==> config.mk <==
export PLATFORM = sky130hd
export DESIGN_NAME = conv_seq_ctrl
export DESIGN_NICKNAME = d
export VERILOG_FILES = /design/src/rtl/conv_seq_ctrl.sv
export SDC_FILE = /design/constraint.sdc
export NUM_CORES = 1
export LEC_CHECK = 0
export CAP_MARGIN = 20
export CORE_ASPECT_RATIO = 0.75
export CORE_MARGIN = 1
export CORE_UTILIZATION = 45
export DETAILED_ROUTE_END_ITERATION = 12
export GPL_TIMING_DRIVEN = 0
export PLACE_DENSITY = 0.88
export SLEW_MARGIN = 15
export SYNTH_ARGS = -nofsm -noshare
export SYNTH_HDL_FRONTEND = slang
export SYNTH_SLANG_ARGS = --single-unit
==> constraint.sdc <==
create_clock -name i_clk -period 6.3 [get_ports i_clk]
set_input_delay 0.63 -clock i_clk [delete_from_list [all_inputs] [get_ports i_clk]]
set_output_delay 0.63 -clock i_clk [all_outputs]
set_load 0.02 [all_outputs]
==> src/rtl/conv_seq_ctrl.sv <==
// Convolution sequencer: walks every output position of a KxK convolution over an NxN map,
// issuing FM/weight tap addresses, draining the DSP cascade and handing off each result.
module conv_seq_ctrl #(
  parameter int unsigned KERNEL_SIZE = 3,
  parameter int unsigned FM_SIZE     = 4,
  parameter int unsigned PADDING     = 0,
  parameter int unsigned STRIDE      = 1,
  parameter int unsigned PIPE_LAT    = 4,
  localparam int unsigned OUT_SIZE   = (FM_SIZE + 2 * PADDING - KERNEL_SIZE) / STRIDE + 1,
  localparam int unsigned FM_AW      = (FM_SIZE * FM_SIZE > 1) ? $clog2(FM_SIZE * FM_SIZE) : 1,
  localparam int unsigned WT_AW      = (KERNEL_SIZE * KERNEL_SIZE > 1) ? $clog2(KERNEL_SIZE * KERNEL_SIZE) : 1,
  localparam int unsigned OUT_AW     = (OUT_SIZE > 1) ? $clog2(OUT_SIZE) : 1
) (
  input  logic              i_clk,
  input  logic              i_rst,
  input  logic              i_go,
  output logic              o_busy,
  output logic              o_done,
  output logic              o_fm_rd_en,
  output logic [FM_AW-1:0]  o_fm_addr,
  output logic [WT_AW-1:0]  o_wt_addr,
  output logic              o_pad_zero,
  output logic              o_tap_valid,
  output logic              o_acc_clr,
  input  logic [47:0]       i_acc,
  output logic              o_res_valid,
  input  logic              i_res_ready,
  output logic [47:0]       o_res_data,
  output logic [OUT_AW-1:0] o_res_row,
  output logic [OUT_AW-1:0] o_res_col
);

  localparam int unsigned KW = (KERNEL_SIZE > 1) ? $clog2(KERNEL_SIZE) : 1;
  localparam int unsigned DW = (PIPE_LAT > 1) ? $clog2(PIPE_LAT) : 1;
  localparam logic [KW-1:0]     KLAST = KW'(KERNEL_SIZE - 1);
  localparam logic [DW-1:0]     DLAST = DW'(PIPE_LAT - 1);
  localparam logic [OUT_AW-1:0] OLAST = OUT_AW'(OUT_SIZE - 1);

  typedef enum logic [2:0] {S_IDLE, S_FEED, S_DRAIN, S_OUT, S_DONE} state_t;

  state_t             state_q, state_d;
  logic [OUT_AW-1:0]  orow_q, orow_d, ocol_q, ocol_d;
  logic [KW-1:0]      kr_q, kr_d, kc_q, kc_d;
  logic [DW-1:0]      dcnt_q, dcnt_d;
  logic [47:0]        res_data_q, res_data_d;
  logic [OUT_AW-1:0]  res_row_q, res_row_d, res_col_q, res_col_d;
  logic               busy_q, busy_d, done_q, done_d, rd_en_q, rd_en_d;
  logic               pad_q, pad_d, tap_q, tap_d, clr_q, clr_d, rvld_q, rvld_d;
  logic [FM_AW-1:0]   fm_addr_q, fm_addr_d;
  logic [WT_AW-1:0]   wt_addr_q, wt_addr_d;
  int                 ir_c, ic_c;

  // Next state, counters, and outputs registered from the next-state view so they align with the state
  always_comb begin
    state_d    = state_q;
    orow_d     = orow_q;
    ocol_d     = ocol_q;
    kr_d       = kr_q;
    kc_d       = kc_q;
    dcnt_d     = dcnt_q;
    res_data_d = res_data_q;
    res_row_d  = res_row_q;
    res_col_d  = res_col_q;
    case (state_q)
      S_IDLE: if (i_go) begin
        state_d = S_FEED;
        orow_d  = '0;
        ocol_d  = '0;
        kr_d    = '0;
        kc_d    = '0;
      end
      S_FEED: if (kc_q == KLAST) begin
        kc_d = '0;
        if (kr_q == KLAST) begin
          kr_d    = '0;
          dcnt_d  = '0;
          state_d = S_DRAIN;
        end else begin
          kr_d = kr_q + 1'b1;
        end
      end else begin
        kc_d = kc_q + 1'b1;
      end
      S_DRAIN: if (dcnt_q == DLAST) begin
        state_d    = S_OUT;
        res_data_d = i_acc;
        res_row_d  = orow_q;
        res_col_d  = ocol_q;
      end else begin
        dcnt_d = dcnt_q + 1'b1;
      end
      S_OUT: if (i_res_ready) begin
        if (ocol_q == OLAST) begin
          ocol_d = '0;
          orow_d = orow_q + 1'b1;
        end else begin
          ocol_d = ocol_q + 1'b1;
        end
        state_d = (ocol_q == OLAST && orow_q == OLAST) ? S_DONE : S_FEED;
      end
      S_DONE:  state_d = S_IDLE;
      default: state_d = S_IDLE;
    endcase

    // Signed input coordinates of the tap about to be issued
    ir_c = int'(orow_d) * int'(STRIDE) + int'(kr_d) - int'(PADDING);
    ic_c = int'(ocol_d) * int'(STRIDE) + int'(kc_d) - int'(PADDING);

    busy_d    = (state_d != S_IDLE);
    done_d    = (state_d == S_DONE);
    rvld_d    = (state_d == S_OUT);
    tap_d     = (state_d == S_FEED);
    clr_d     = 1'b0;
    pad_d     = 1'b0;
    rd_en_d   = 1'b0;
    fm_addr_d = '0;
    wt_addr_d = '0;
    if (tap_d) begin
      clr_d     = (kr_d == '0) && (kc_d == '0);
      wt_addr_d = WT_AW'(int'(kr_d) * int'(KERNEL_SIZE) + int'(kc_d));
      if (ir_c < 0 || ic_c < 0 || ir_c >= int'(FM_SIZE) || ic_c >= int'(FM_SIZE)) begin
        pad_d = 1'b1;
      end else begin
        rd_en_d   = 1'b1;
        fm_addr_d = FM_AW'(ir_c * int'(FM_SIZE) + ic_c);
      end
    end
  end

  always_ff @(posedge i_clk) begin
    if (!i_rst) begin
      state_q    <= S_IDLE;
      orow_q     <= '0;
      ocol_q     <= '0;
      kr_q       <= '0;
      kc_q       <= '0;
      dcnt_q     <= '0;
      res_data_q <= '0;
      res_row_q  <= '0;
      res_col_q  <= '0;
      busy_q     <= 1'b0;
      done_q     <= 1'b0;
      rd_en_q    <= 1'b0;
      pad_q      <= 1'b0;
      tap_q      <= 1'b0;
      clr_q      <= 1'b0;
      rvld_q     <= 1'b0;
      fm_addr_q  <= '0;
      wt_addr_q  <= '0;
    end else begin
      state_q    <= state_d;
      orow_q     <= orow_d;
      ocol_q     <= ocol_d;
      kr_q       <= kr_d;
      kc_q       <= kc_d;
      dcnt_q     <= dcnt_d;
      res_data_q <= res_data_d;
      res_row_q  <= res_row_d;
      res_col_q  <= res_col_d;
      busy_q     <= busy_d;
      done_q     <= done_d;
      rd_en_q    <= rd_en_d;
      pad_q      <= pad_d;
      tap_q      <= tap_d;
      clr_q      <= clr_d;
      rvld_q     <= rvld_d;
      fm_addr_q  <= fm_addr_d;
      wt_addr_q  <= wt_addr_d;
    end
  end

  assign o_busy      = busy_q;
  assign o_done      = done_q;
  assign o_fm_rd_en  = rd_en_q;
  assign o_fm_addr   = fm_addr_q;
  assign o_wt_addr   = wt_addr_q;
  assign o_pad_zero  = pad_q;
  assign o_tap_valid = tap_q;
  assign o_acc_clr   = clr_q;
  assign o_res_valid = rvld_q;
  assign o_res_data  = res_data_q;
  assign o_res_row   = res_row_q;
  assign o_res_col   = res_col_q;

endmodule

==> results by group, run 1 <==
Critical path
  – CP startpoint: i_go
  – Crit end category: flop
  – Slack of the worst reg-to-reg path: 3390 ps
  – Worst-path fanout max: 4
  – Reg2reg end: o_wt_addr[2]
  – Setup CP Type: input port to flop
  – Worst setup endpoint: o_wt_addr[2]
  – RR Startpoint: state_q[0]
  – CP Data Required Time: 6580 ps
  – WP data arrival: 3440 ps
  – Worst reg2reg path depth: 10
  – Crit path launch type: input port

STA
  – RSZ-0062 raised after global routing: false
  – Fin Setup TNS: 0 ps
  – Relative slew slack: 68.1%
  – Clock Skew: 11.1 ps
  – Slew @ Worst Pin: 474 ps
  – Fmax: 317 MHz
  – Hold_ws: 454 ps
  – Fin crit period: 3160 ps
  – Final Hold Viols: 0
  – Fin. max-slew vios: 0
  – Period utilization: 50.1%
  – Endpoints failing setup: 0

Yosys
  – Netlist cell types: 41
  – Avg Cell Area, Syn: 8.72 sq um
  – Ys async rst share: 0%
  – Synthesized area: 3010 sq um
  – Seq cells post-synth: 76
  – Top FF cell, synth: dfxtp_1
  – Cell taking the most area after synthesis: dfxtp_1
  – Area contributors post-synth: dfxtp_1, nand2_1, a21oi_1
  – Synth top area share: 50.6%
  – Synth warnings: 0
  – Mapped Nets: 409
  – Gate Count Post-Synth: 345
  – Post-synth EDFFs: 0
  – Register area share after synthesis: 50.6%

Flow run
  – Max_cap viols: 0

Final layout
  – Share of layout cells above drive strength 1: 8.81%
  – Diodes inserted: 0
  – Area growth from synthesis to layout: 48.4%
  – Layout net count: 536

Power
  – Leakage power: 1.61 nW
  – Clock group share of total power: 39.0%
  – Sw Pwr: 0.212 mW
  – Comb pwr share: 8.4%
  – Maximum vdd ir drop: 0.131 mV
  – Int Pwr: 0.713 mW
  – Register share of total power: 52.7%
  – Sw Ratio: 22.9%
  – PD cells: 207 nW/um^2

Hold path
  – HP Class: flop to flop

Clocking
  – Post-CTS Resized: 0
  – CTS tree: yes
  – H-tree levels: 3
  – CTS Root Buffer Type: clkbuf_8
  – Sink Count: 76
  – CTS buffer count: 9
  – Clock-pin slew on the worst setup and hold paths: 80 ps
  – Worst-skew pair later-pin latency: 340 ps
  – Post-CTS Setup Bufs: 0
  – Clk buf depth: 2
  – Hold-fix buffers at CTS: 0

Route
  – First drt pass iteration count: 4
  – Via Count: 2815
  – Routed vias/inst: 5.04
  – Routed Antenna Nets: 0
  – # DRC: 0
  – Initial DRC Count: 102
  – Final WL: 7.44 mm
  – Wirelength per Cell: 13.3 um

GRT
  – Largest net degree at the start of global routing: 14
  – Remaining Overflow, GRT: 0
  – First-pass GRT wire length: 12.0 mm
  – Total Routing Usage GR: 22.6%
  – Vias in the first global route: 2655
  – Initial antenna violation count: 0

Floorplan
  – I/O pins: 117
  – Initial Utilization: 47.1%
  – Die Y: 72.8 um
  – Core ar.: 6380 sq um
  – Die Span X: 96.4 um
  – Rows: 25
  – Die area: 7020 sq um

Place
  – Post-DP HPWL: 5.61 mm
  – Port bufs: 116
  – Gpl congestion: 0.850

Run status
  – Status: finished clean
[Yosys cell counts, drive strengths merged, types with 2 or more instances]
master / instances
nor3b: 3
nand2: 109
dfxtp: 76
o22ai: 2
and2: 5
a31oi: 2
o2bb2ai: 2
nand2b: 2
and4b: 2
a22oi: 4
fa: 2
o21ai: 2
inv: 10
nor3: 8
ha: 10
buf: 11
nor4: 2
clkbuf: 11
nor2b: 3
nand3: 6
nor2: 11
a21oi: 51
[power by group through the flow]
stage	sequential [mW]	clock (mW)	combinational, mW
5_1_grt	0.487	0.391	0.0834
4_1_cts	0.487	0.371	0.0775
2_1_floorplan	0.502	0	0.0265
6_report	0.487	0.360	0.0773
3_3_place_gp	0.498	0	0.0749
3_5_place_dp	0.498	0	0.0767
[area by class of cell]
| type | count | area [sq um] |
|---|---|---|
| Inverter | 10 | 37.5 |
| Clock inverter | 5 | 62.6 |
| Buffer | 22 | 126 |
| Fill cell | 514 | 1920 |
| Timing Repair Buffer | 116 | 1160 |
| Multi-Input combinational cell | 237 | 1320 |
| Clock buffer | 11 | 131 |
| Sequential cell | 76 | 1520 |
| Tap cell | 81 | 101 |
[through the flow]
step	area [sq um]	setup WS [ps]	total power, mW	cells	utilization (%)
6_report	4460	3140	0.925	558	70.0
3_5_place_dp	4270	2800	0.575	542	66.9
3_3_place_gp	4270	2970	0.573	542	66.9
2_1_floorplan	3010	3630	0.528	345	-
5_1_grt	4460	2940	0.962	558	70.0
4_1_cts	4460	3160	0.936	558	70.0
[routing by layer]
| layer | track usage [%] | vias to the layer above | share of wire [%] |
|---|---|---|---|
| li1 | - | 1396 | - |
| met3 | 9.38 | 10 | 8.8 |
| met1 | 26.8 | 1308 | 42 |
| met4 | 8.66 | 0 | 1.2 |
| met2 | 36.5 | 101 | 48 |
| met5 | 0 | - | 0 |
[how the worst min path moves through the flow]
stage	end	from	slack [ps]	depth (start not counted)
after global routing	o_res_data[13]	o_res_data[13]	480	2
after global placement	o_res_data[38]	o_res_data[38]	440	2
after floorplan	dcnt_q[0]	dcnt_q[0]	430	1
after detailed placement	o_res_data[10]	o_res_data[10]	450	2
after CTS	o_res_data[38]	o_res_data[38]	460	2
final	o_res_data[27]	o_res_data[27]	450	2
[registers in the layout, indices dropped and copies added, names as in the netlist, 2 cells and up]
signal,count
kc_q,2
o_res_data,48
kr_q,2
o_wt_addr,4
dcnt_q,2
o_fm_addr,4
state_q,3
[cell families (layout without fill, tap and decap cells)]
kind of cell	Yosys count	after routing	synth area share [%]
simple gates	155	155	24.7
mux	1	1	0.374
fa+ha+maj	12	12	5.49
buf+inv	32	164	5.45
xor+xnor	1	1	0.291
compound gates	68	68	13.1
flops	76	76	50.6
[layout by cell type, fill, tap and decap left out, types with 4 or more instances in the layout]
master	instances
dfxtp_1	76
nand2_1	109
nor2_1	10
clkbuf_8	9
clkbuf_1	13
ha_1	10
a22oi_1	4
clkdlybuf4s50_1	116
nand3_1	5
and2_1	5
buf_4	7
nor3_2	8
inv_1	9
a21oi_1	51
[worst max-delay path, cell delays in order]
cell and delay (ps):
clkdlybuf4s50_1 470, o21ai_0 430, o2bb2ai_1 240, inv_1 180, fa_1 580, inv_1 50
ha_1 180, inv_1 80, fa_1 430, nor3_2 170
(Power assumes the default switching activity.)
==> inputs of run 2 (changes only) <==
Settings changed: CORE_UTILIZATION 45 to 39, PLACE_DENSITY 0.88 to 0.82.
Clock period 6.3 ns to 2.8 ns, I/O delays scaled along.
==> results by group, run 2 (synthesized netlist as in run 1, its figures left out) <==
Final layout
  – Filler cells: 631 (was 514)
  – Layout net count: 538 (was 536)
  – Reg area: 1520 sq um (about the same)
  – Post-route non-filler standard cell count: 580 (was 558)
  – Diodes inserted: 0 (unchanged)
  – Most frequent cells in the layout: clkdlybuf4s50_1, nand2_1, dfxtp_1 (unchanged)
  – Area of the multi-input gates: 1350 sq um (was 1320 sq um)
  – Commonest non-fill, non-tap cell in the layout: clkdlybuf4s50_1 (unchanged)
  – Share of layout cells above drive strength 1: 10.4% (was 8.81%)
  – Max reg flops: 48 (unchanged)
  – Area growth from synthesis to layout: 51.5% (was 48.4%)

Place
  – Post-DP HPWL: 5.69 mm (was 5.61 mm)
  – DP Cell Count: 562 (was 542)
  – Port bufs: 116 (unchanged)
  – Gpl congestion: 0.828 (was 0.850)

Clocking
  – Sink Count: 76 (unchanged)
  – CTS Root Buffer Type: clkbuf_8 (unchanged)
  – Clock-pin slew on the worst setup and hold paths: 70 ps (was 80 ps)
  – Worst-skew pair later-pin latency: 340 ps (about the same)
  – H-tree levels: 3 (unchanged)
  – Clk buf depth: 2 (unchanged)
  – CTS tree: yes (unchanged)
  – CTS buffer count: 9 (unchanged)

GRT
  – Remaining Overflow, GRT: 0 (unchanged)
  – Vias in the first global route: 2755 (was 2655)
  – Largest net degree at the start of global routing: 13 (was 14)
  – Total Routing Usage GR: 20.3% (was 22.6%)
  – Initial antenna violation count: 0 (unchanged)
  – First-pass GRT wire length: 12.6 mm (was 12.0 mm)

Floorplan
  – Die Span X: 103 um (was 96.4 um)
  – Initial Utilization: 40.7% (was 47.1%)
  – Die Y: 78.1 um (was 72.8 um)
  – I/O pins: 117 (unchanged)
  – Core ar.: 7400 sq um (was 6380 sq um)
  – Rows: 27 (was 25)
  – Die area: 8070 sq um (was 7020 sq um)

Run status
  – Status: finished clean (unchanged)

Critical path
  – Crit path launch type: flop (was input port)
  – Largest stage delay on the critical path: 480 ps (was 580 ps)
  – WP data arrival: 2900 ps (was 3440 ps)
  – Crit end category: flop (unchanged)
  – CP Data Required Time: 3070 ps (was 6580 ps)
  – CP Cell Sequence: buf_4 -> nor2_2 -> o21ai_2 -> a21oi_2 -> fa_1 -> inv_1 -> ha_1 -> inv_1 -> fa_1 -> nor3_2 (was clkdlybuf4s50_1 -> o21ai_0 -> o2bb2ai_1 -> inv_1 -> fa_1 -> inv_1 -> ha_1 -> inv_1 -> fa_1 -> nor3_2)
  – Slowest stage cell, crit path: fa_1 (unchanged)
  – Setup CP Type: flop to flop (was input port to flop)
  – Worst-path fanout max: 9 (was 4)

STA
  – Relative slew slack: 68.2% (was 68.1%)
  – Fin crit period: 2630 ps
  – Fmax: 380 MHz
  – Fin. max-slew vios: 0 (unchanged)
  – Endpoints failing setup: 0 (unchanged)
  – Slew @ Worst Pin: 477 ps (was 474 ps)
  – Clock Skew: 12.5 ps (was 11.1 ps)
  – Final Hold Viols: 0 (unchanged)
  – Period utilization: 93.9%
  – Hold_ws: 455 ps (was 454 ps)
  – RSZ-0062 raised after global routing: false (unchanged)

Power
  – Maximum vdd ir drop: 0.298 mV (was 0.131 mV)
  – PD cells: 479 nW/um^2 (was 207 nW/um^2)
  – Leakage power: 1.65 nW (was 1.61 nW)

Route
  – Met1 Routed Length: 3.24 mm (was 3.13 mm)
  – # DRC: 0 (unchanged)
  – Metal3 WL: 749 um (was 652 um)
  – Routed Antenna Nets: 0 (unchanged)
  – Routed vias/inst: 4.80 (was 5.04)
  – Initial DRC Count: 94 (was 102)
  – Max layer used: met4 (unchanged)
  – Wirelength per Cell: 13.3 um (about the same)
  – DR WL met2: 3.58 mm (was 3.57 mm)
  – Via Count: 2783 (was 2815)
  – Final WL: 7.69 mm (was 7.44 mm)
  – First drt pass iteration count: 4 (unchanged)

Hold path
  – HP Class: flop to flop (unchanged)

Flow run
  – Max_cap viols: 0 (unchanged)
## run 2: cell type report
cell class / count / share of cell area [%]
sequential: 76 / 33.4
multi-input combinational: 237 / 29.6
timing repair buffer: 118 / 25.8
clock buffer: 12 / 3.18
buffer: 22 / 2.77
tap: 101 / 2.77
clock inverter: 4 / 1.59
inverter: 10 / 0.823
## run 2: where the power goes
part / switching (mW) / internal, mW / leakage (nW)
Sequential: 0.00667 / 1.09 / 0.614
Combinational: 0.0745 / 0.0998 / 0.925
Clock: 0.386 / 0.526 / 0.107
## run 2: metal layers
metal,vias to the layer above,global-route usage [%]
met5,-,0
met4,0,6.06
met3,10,9.26
met2,109,33.2
met1,1262,23.7
li1,1402,-
## run 2: per-stage QoR
step | setup WS, ps | power (mW) | utilization, % | setup TNS [ps] | cell area [sq um]
floorplan | 247 | 1.19 | - | 0 | 3010
global placement | -193 | 1.29 | 58.1 | -234 | 4300
detailed placement | -308 | 1.29 | 58.1 | -475 | 4300
CTS | 20.3 | 2.21 | 61.2 | 0 | 4530
global route | 37.2 | 2.26 | 61.6 | 0 | 4560
finish | 172 | 2.18 | 61.6 | 0 | 4560
## run 2: repair_timing
item | in CTS | in global routing
gates resized for setup | 5 | 3
endpoints found under the setup margin | 2 | 1
pin swaps | 0 | 2
buffers inserted | 0 | 2
hold buffers | 0 | 0
## run 2: final timing paths
check | start | endpoint | slack (ps) | cells after the start
setup reg to reg | state_q[2] | o_wt_addr[2] | 170 | 10
setup / recovery | state_q[2] | o_wt_addr[2] | 170 | 10
hold reg to reg | o_res_data[9] | o_res_data[9] | 450 | 2
hold / removal | o_res_data[9] | o_res_data[9] | 450 | 2
## run 2: critical path, delay by kind of cell (launching register included)
family	cells	cell delay, ps
flops	1	300
compound gates	2	480
buf+inv	3	280
simple gates	2	440
fa+ha+maj	3	1060
